File: config.mk
export PLATFORM = sky130hd
export DESIGN_NAME = sv32_page_walker
export DESIGN_NICKNAME = d
export VERILOG_FILES = /design/src/rtl/mmu_pkg.sv /design/src/rtl/sv32_page_walker_pte_check.sv /design/src/rtl/sv32_page_walker.sv
export SDC_FILE = /design/constraint.sdc
export NUM_CORES = 1
export LEC_CHECK = 0
export ABC_AREA = 0
export BUFFER_PORTS_ARGS = -buffer_cell sky130_fd_sc_hd__buf_2
export CORE_ASPECT_RATIO = 1.75
export CORE_MARGIN = 4
export CORE_UTILIZATION = 47
export CTS_CLUSTER_DIAMETER = 200
export DETAILED_ROUTE_END_ITERATION = 6
export GPL_TIMING_DRIVEN = 0
export PLACE_DENSITY_LB_ADDON = 0.3
export RECOVER_POWER = 50
export REMOVE_ABC_BUFFERS = 1
export SYNTH_ARGS = -nofsm -noshare
export SYNTH_HDL_FRONTEND = slang
export SYNTH_SLANG_ARGS = --single-unit
File: constraint.sdc
create_clock -name clk -period 4.8 [get_ports clk]
set_clock_uncertainty 0.05 [all_clocks]
set_input_delay 1.44 -clock clk [delete_from_list [all_inputs] [get_ports clk]]
set_output_delay 1.44 -clock clk [all_outputs]
set_load 0.005 [all_outputs]
File: src/rtl/mmu_pkg.sv
// Shared MMU definitions: walker state encoding, PTE bit positions and
// the VPN/PPN/ASID field widths (also consumed by the TLB).
package mmu_pkg;

    localparam int VPN_W  = 20;
    localparam int PPN_W  = 20;
    localparam int ASID_W = 8;

    // PTE bit positions
    localparam int PTE_V       = 0;
    localparam int PTE_R       = 1;
    localparam int PTE_W       = 2;
    localparam int PTE_X       = 3;
    localparam int PTE_U       = 4;
    localparam int PTE_G       = 5;
    localparam int PTE_PPN_LSB = 12;

    typedef enum logic [2:0] {
        ST_IDLE    = 3'd0,
        ST_L1_REQ  = 3'd1,
        ST_L1_WAIT = 3'd2,
        ST_L0_REQ  = 3'd3,
        ST_L0_WAIT = 3'd4,
        ST_REFILL  = 3'd5,
        ST_FAULT   = 3'd6
    } walk_state_e;

    // PPN field of a PTE
    function automatic logic [PPN_W-1:0] pte_ppn(input logic [31:0] pte);
        return pte[PTE_PPN_LSB +: PPN_W];
    endfunction

endpackage

File: src/rtl/sv32_page_walker_pte_check.sv
// Combinational PTE classification for one walk level.
// level_i = 1 for the root (L1) table, 0 for the leaf (L0) table.
module pte_check
    import mmu_pkg::*;
(
    input  logic [31:0] pte_i,
    input  logic        level_i,
    output logic        is_leaf_o,
    output logic        is_fault_o,
    output logic        is_misaligned_o
);

    logic v, r, w, x;
    logic bad_enc;
    logic unused_pte;

    assign v = pte_i[PTE_V];
    assign r = pte_i[PTE_R];
    assign w = pte_i[PTE_W];
    assign x = pte_i[PTE_X];

    // Invalid, or the reserved write-only encoding
    assign bad_enc = ~v | (w & ~r);

    assign is_leaf_o = r | x;

    // A level-1 leaf maps a 4 MB superpage; its low PPN bits must be zero
    assign is_misaligned_o = level_i & is_leaf_o & (pte_i[PTE_PPN_LSB +: 10] != 10'd0);

    // A pointer found at level 0 has nowhere further to go
    assign is_fault_o = bad_enc | is_misaligned_o | (~level_i & ~is_leaf_o);

    // Permission/global bits and upper PPN are not needed for classification
    assign unused_pte = ^{pte_i[31:22], pte_i[11:4]};

endmodule

File: src/rtl/sv32_page_walker.sv
// Two-level Sv32 hardware page-table walker. Accepts a TLB miss, issues
// one PTE read per level, and produces either a 4 KB TLB refill (superpages
// are split using the faulting VPN's low bits) or a page-fault pulse.
module sv32_page_walker
    import mmu_pkg::*;
#(
    parameter int VPN_WIDTH  = VPN_W,
    parameter int PPN_WIDTH  = PPN_W,
    parameter int ASID_WIDTH = ASID_W
) (
    input  logic                  clk,
    input  logic                  rst_n,

    input  logic                  miss_valid_i,
    output logic                  miss_ready_o,
    input  logic [VPN_WIDTH-1:0]  miss_vpn_i,
    input  logic [ASID_WIDTH-1:0] miss_asid_i,
    input  logic [PPN_WIDTH-1:0]  satp_ppn_i,
    input  logic                  abort_i,

    output logic                  mem_req_valid_o,
    input  logic                  mem_req_ready_i,
    output logic [31:0]           mem_req_addr_o,
    input  logic                  mem_resp_valid_i,
    input  logic [31:0]           mem_resp_data_i,

    output logic                  refill_valid_o,
    output logic [VPN_WIDTH-1:0]  refill_vpn_o,
    output logic [PPN_WIDTH-1:0]  refill_ppn_o,
    output logic [ASID_WIDTH-1:0] refill_asid_o,
    output logic [3:0]            refill_flags_o,
    output logic                  refill_global_o,

    output logic                  fault_valid_o,
    output logic [VPN_WIDTH-1:0]  fault_vpn_o,

    output logic                  busy_o
);

    walk_state_e           state_q;
    logic [VPN_WIDTH-1:0]  vpn_q;
    logic [ASID_WIDTH-1:0] asid_q;
    logic                  kill_q;
    logic                  miss_ready_q;
    logic                  busy_q;
    logic                  mem_req_valid_q;
    logic [31:0]           mem_req_addr_q;
    logic                  refill_valid_q;
    logic [VPN_WIDTH-1:0]  refill_vpn_q;
    logic [PPN_WIDTH-1:0]  refill_ppn_q;
    logic [ASID_WIDTH-1:0] refill_asid_q;
    logic [3:0]            refill_flags_q;
    logic                  refill_global_q;
    logic                  fault_valid_q;
    logic [VPN_WIDTH-1:0]  fault_vpn_q;

    logic                  lvl_l1;
    logic                  pte_leaf, pte_fault, pte_misaligned;
    logic                  walk_fault;
    logic [PPN_WIDTH-1:0]  resp_ppn;

    // Response decode is always for the level currently being waited on
    assign lvl_l1   = (state_q == ST_L1_WAIT);
    assign resp_ppn = pte_ppn(mem_resp_data_i);

    pte_check u_pte_check (
        .pte_i           (mem_resp_data_i),
        .level_i         (lvl_l1),
        .is_leaf_o       (pte_leaf),
        .is_fault_o      (pte_fault),
        .is_misaligned_o (pte_misaligned)
    );

    assign walk_fault = pte_fault | pte_misaligned;

    // Walk FSM with registered handshake, request and result outputs
    always_ff @(posedge clk or negedge rst_n) begin
        if (!rst_n) begin
            state_q         <= ST_IDLE;
            vpn_q           <= '0;
            asid_q          <= '0;
            kill_q          <= 1'b0;
            miss_ready_q    <= 1'b1;
            busy_q          <= 1'b0;
            mem_req_valid_q <= 1'b0;
            mem_req_addr_q  <= '0;
            refill_valid_q  <= 1'b0;
            refill_vpn_q    <= '0;
            refill_ppn_q    <= '0;
            refill_asid_q   <= '0;
            refill_flags_q  <= '0;
            refill_global_q <= 1'b0;
            fault_valid_q   <= 1'b0;
            fault_vpn_q     <= '0;
        end else begin
            case (state_q)
                ST_IDLE: begin
                    kill_q <= 1'b0;
                    if (miss_valid_i) begin
                        vpn_q           <= miss_vpn_i;
                        asid_q          <= miss_asid_i;
                        mem_req_addr_q  <= {satp_ppn_i, miss_vpn_i[19:10], 2'b00};
                        mem_req_valid_q <= 1'b1;
                        miss_ready_q    <= 1'b0;
                        busy_q          <= 1'b1;
                        state_q         <= ST_L1_REQ;
                    end
                end

                ST_L1_REQ, ST_L0_REQ: begin
                    if (abort_i) kill_q <= 1'b1;
                    if (mem_req_ready_i) begin
                        mem_req_valid_q <= 1'b0;
                        state_q <= (state_q == ST_L1_REQ) ? ST_L1_WAIT : ST_L0_WAIT;
                    end
                end

                ST_L1_WAIT, ST_L0_WAIT: begin
                    if (abort_i) kill_q <= 1'b1;
                    if (mem_resp_valid_i) begin
                        if (kill_q || abort_i) begin
                            // Killed walk: response swallowed, nothing reported
                            miss_ready_q <= 1'b1;
                            busy_q       <= 1'b0;
                            state_q      <= ST_IDLE;
                        end else if (walk_fault) begin
                            fault_vpn_q   <= vpn_q;
                            fault_valid_q <= 1'b1;
                            state_q       <= ST_FAULT;
                        end else if (pte_leaf) begin
                            refill_vpn_q    <= vpn_q;
                            refill_asid_q   <= asid_q;
                            refill_flags_q  <= mem_resp_data_i[PTE_U:PTE_R];
                            refill_global_q <= mem_resp_data_i[PTE_G];
                            // Superpage leaf is split into the 4 KB page that missed
                            refill_ppn_q    <= lvl_l1 ? {resp_ppn[19:10], vpn_q[9:0]} : resp_ppn;
                            refill_valid_q  <= 1'b1;
                            state_q         <= ST_REFILL;
                        end else begin
                            // L1 pointer: descend into the L0 table
                            mem_req_addr_q  <= {resp_ppn, vpn_q[9:0], 2'b00};
                            mem_req_valid_q <= 1'b1;
                            state_q         <= ST_L0_REQ;
                        end
                    end
                end

                ST_REFILL, ST_FAULT: begin
                    refill_valid_q <= 1'b0;
                    fault_valid_q  <= 1'b0;
                    miss_ready_q   <= 1'b1;
                    busy_q         <= 1'b0;
                    state_q        <= ST_IDLE;
                end

                default: begin
                    mem_req_valid_q <= 1'b0;
                    refill_valid_q  <= 1'b0;
                    fault_valid_q   <= 1'b0;
                    miss_ready_q    <= 1'b1;
                    busy_q          <= 1'b0;
                    state_q         <= ST_IDLE;
                end
            endcase
        end
    end

    assign miss_ready_o    = miss_ready_q;
    assign busy_o          = busy_q;
    assign mem_req_valid_o = mem_req_valid_q;
    assign mem_req_addr_o  = mem_req_addr_q;

    // An sfence landing on the result cycle cancels the pulse outright
    assign refill_valid_o  = refill_valid_q & ~abort_i;
    assign fault_valid_o   = fault_valid_q  & ~abort_i;

    assign refill_vpn_o    = refill_vpn_q;
    assign refill_ppn_o    = refill_ppn_q;
    assign refill_asid_o   = refill_asid_q;
    assign refill_flags_o  = refill_flags_q;
    assign refill_global_o = refill_global_q;
    assign fault_vpn_o     = fault_vpn_q;

endmodule

==> impl_metrics.yaml <==
clock_network:
  clk_path_buf_depth: 2
  cts_tree: "done"
  cts_root_buffer: "clkbuf_16"
  clkSlewWorstSetupHoldPaths_ns: 0.06
  clock_sinks: 140
  cts_resized: 0
  cts_buffers: 17
  htreeDepth: 4
  cts_hold_buf: 0
  post_cts_buffers: 0
  clk-insertion-delay-late_ns: 0.40
floorplan:
  die_w_um: 94.28
  rows: 54
  core_area_um2: 12630
  design.die.area_um2: 14990
  die_h_um: 159.0
  initial_utilization: 0.4846
  io_pins: 196
finish:
  fillers: 1045
  utilization: 0.6221
  final_layout_size_suffix_gt1_frac: 0.4874
  area_growth_pct: 28.39
  ff_latch_area_um2: 3505
  antennaDiodeCount: 0
  final_nets: 708
  stdcell_area_um2: 7860
  multiInputGateArea_um2: 2456
run_status:
  violations: "capacitance limit, slew limit"
  status: "complete, but fails checks"
synthesis:
  synth_seq_cells: 140
  muxShareOfSynthArea: 0.3057
  synth.area.top_cells: "dfrtp_1 57%, mux2_2 16%, mux2_1 8.1%"
  yosysSeqAreaShare: 0.5725
  synth_common_cells: "139 x dfrtp_1, 88 x mux2_2, 44 x mux2_1"
  synth_area_per_cell_um2: 14.27
  synthAdderAreaFrac: 0
  synth-compound-area-share: 0.04353
  syn_inst: 429
  synth_top_family_by_area: "multiplexers"
  synth_edf_count: 0
  yosys.area_share.xor_xnor: 0.001431
  yosys.area.top_type: "dfrtp_1"
  synth-main-ff-cell: "dfrtp_1"
  synthMostInstantiatedCell: "dfrtp_1"
  synth_simple_gate_area_frac: 0.04476
  ys.warnings.count: 0
  async_reset_ff_frac: 1.000
  syn_area_um2: 6122
  synth_cell_type_count: 41
  synth_top_area_frac: 0.5682
flow_run:
  maxCapViolCount: 1
routing:
  drt-pass1-iter-count: 4
  vias_per_cell: 5.212
  wl_per_cell_um: 18.96
  vias: 4180
  postRouteAntennaNets: 0
  wirelength_um: 15200
  drtIter0Drc: 125
  drc_errors: 0
placed_design:
  dp_slack_ns: 0.5384
  placed_cell_area_um2: 7307
  port_buffers: 187
  finalWeightedCongestion: 0.8321
  hpwl_um: 11330
setup_path:
  path_max_fanout: 13
  worstSetupPathType: "primary input to flip-flop"
  worstPathRequired_ns: 5.03
  cp_data_arrival_time_ns: 4.07
  worstSetupEndpointType: "flip-flop"
  start_kind: "primary input"
sta:
  hold_violations: 0
  fin_ws_ns: 0.9641
  rsz0062_at_grt: "false"
  period_share: 0.7992
  min_period_ns: 3.836
  slew_violations: 74
  worstMarginPinSlew_ns: 1.830
  setup_violations: 0
  relSlewSlack: -0.2201
  fmax_mhz: 260.7
power:
  power-per-cell-area_nw_per_um2: 679.2
  ir_drop_uv: 316.7
  p_leak_uw: 0.003782
global_routing:
  antenna_found_initial: 0
  grt_pass1_vias: 4623
  grt_usage: 0.2110
  gr-total-overflow: 0
  grt_start_max_net_pins: 74
  grt_pass1_wl_um: 24180
hold_path:
  worstHoldPathType: "flip-flop to flip-flop"
-- worst paths after layout --
| check | startpoint | slack, ns | to | cells past startpoint |
|---|---|---|---|---|
| min in group asynchronous | rst_n | 0.97 | refill_vpn_o[15] | 1 |
| max in group asynchronous | rst_n | 1.52 | fault_vpn_o[8] | 2 |
| min | refill_flags_o[0] | 0.43 | refill_flags_o[0] | 1 |
| max | mem_resp_data_i[21] | 0.96 | refill_ppn_o[11] | 8 |
| max reg2reg | state_q[2] | 1.66 | refill_ppn_o[11] | 7 |
| min reg2reg | refill_flags_o[0] | 0.43 | refill_flags_o[0] | 1 |
-- placed cells by master, fill, tap and decap left out, types with 2 or more instances in the layout --
cell type and count:
conb_1 2, mux2_2 88, inv_6 4, clkinv_4 2, clkbuf_1 38, or4_1 2
nor2_1 18, bufinv_16 4, o21ai_0 6, buf_6 10, mux2_4 19, dfrtp_1 139
inv_1 6, mux2i_1 10, clkbuf_16 17, a21boi_0 2, and2_1 2, clkinvlp_4 2
buf_2 150, mux2_1 44, nor2b_1 8, a21oi_1 22, nor3b_2 2, a21o_1 4
nand2_1 4, nor3_1 3, or2_2 2
-- metal layers --
metal	global-route usage	wire length [µm]	vias to the layer above
li1	-	-	1912
met1	0.2352	5720	2100
met2	0.3768	8348	145
met3	0.04775	738	23
met4	0.09007	395	0
met5	0	0	-
-- kinds of logic (layout without fill, tap and decap cells) --
kind of cell,Yosys count,after routing
AOI/OAI and AO/OA,43,43
xor gates and xnor gates,1,1
buffers and inverters,32,236
DFF,140,140
muxes,161,161
other,1,2
and+or+nand+nor,51,51
-- worst max-delay path, stage by stage --
cell and delay, ns:
buf_2 0.12, or4_1 0.56, o41a_1 0.38, nor3b_2 0.63
buf_6 0.26, buf_6 0.19, buf_6 0.15, mux2_1 0.32
-- power by group --
part / internal (µW) / total (µW) / switching [µW]
Clock: 875 / 1370 / 498
Combinational: 1030 / 1800 / 776
Sequential: 1770 / 2160 / 394
-- area by class of cell --
class	instances	share of cell area
Inverter	6	0.002865
Clock inverter	12	0.02388
Multi-Input combinational cell	258	0.3125
Sequential cell	140	0.4459
Tap cell	168	0.02674
Clock buffer	19	0.05508
Timing Repair Buffer	199	0.1331
-- metrics by stage --
| stage | hold WS, ns | instances | TNS (ns) | power, µW |
|---|---|---|---|---|
| 2_1_floorplan | 0.3919 | 404 | -143.38 | 3157 |
| 3_3_place_gp | 0.4079 | 759 | -371.31 | 3924 |
| 3_5_place_dp | 0.4160 | 771 | 0 | 4049 |
| 4_1_cts | 0.4290 | 802 | 0 | 5448 |
| 5_1_grt | 0.4411 | 802 | 0 | 5671 |
| 6_report | 0.4311 | 802 | 0 | 5338 |
-- state kept, by name (all words and copies together) (netlist names) --
signal and cells:
refill_flags_o 4, asid_q 8, refill_valid_q 1, state_q 3
refill_global_o 1, mem_req_addr_o 30, fault_valid_q 1, miss_ready_o 1
kill_q 1, refill_asid_o 8, mem_req_valid_o 1, busy_o 1
refill_vpn_o 20, refill_ppn_o 20, vpn_q 20, fault_vpn_o 20
Power figures use the tool's default switching activity.
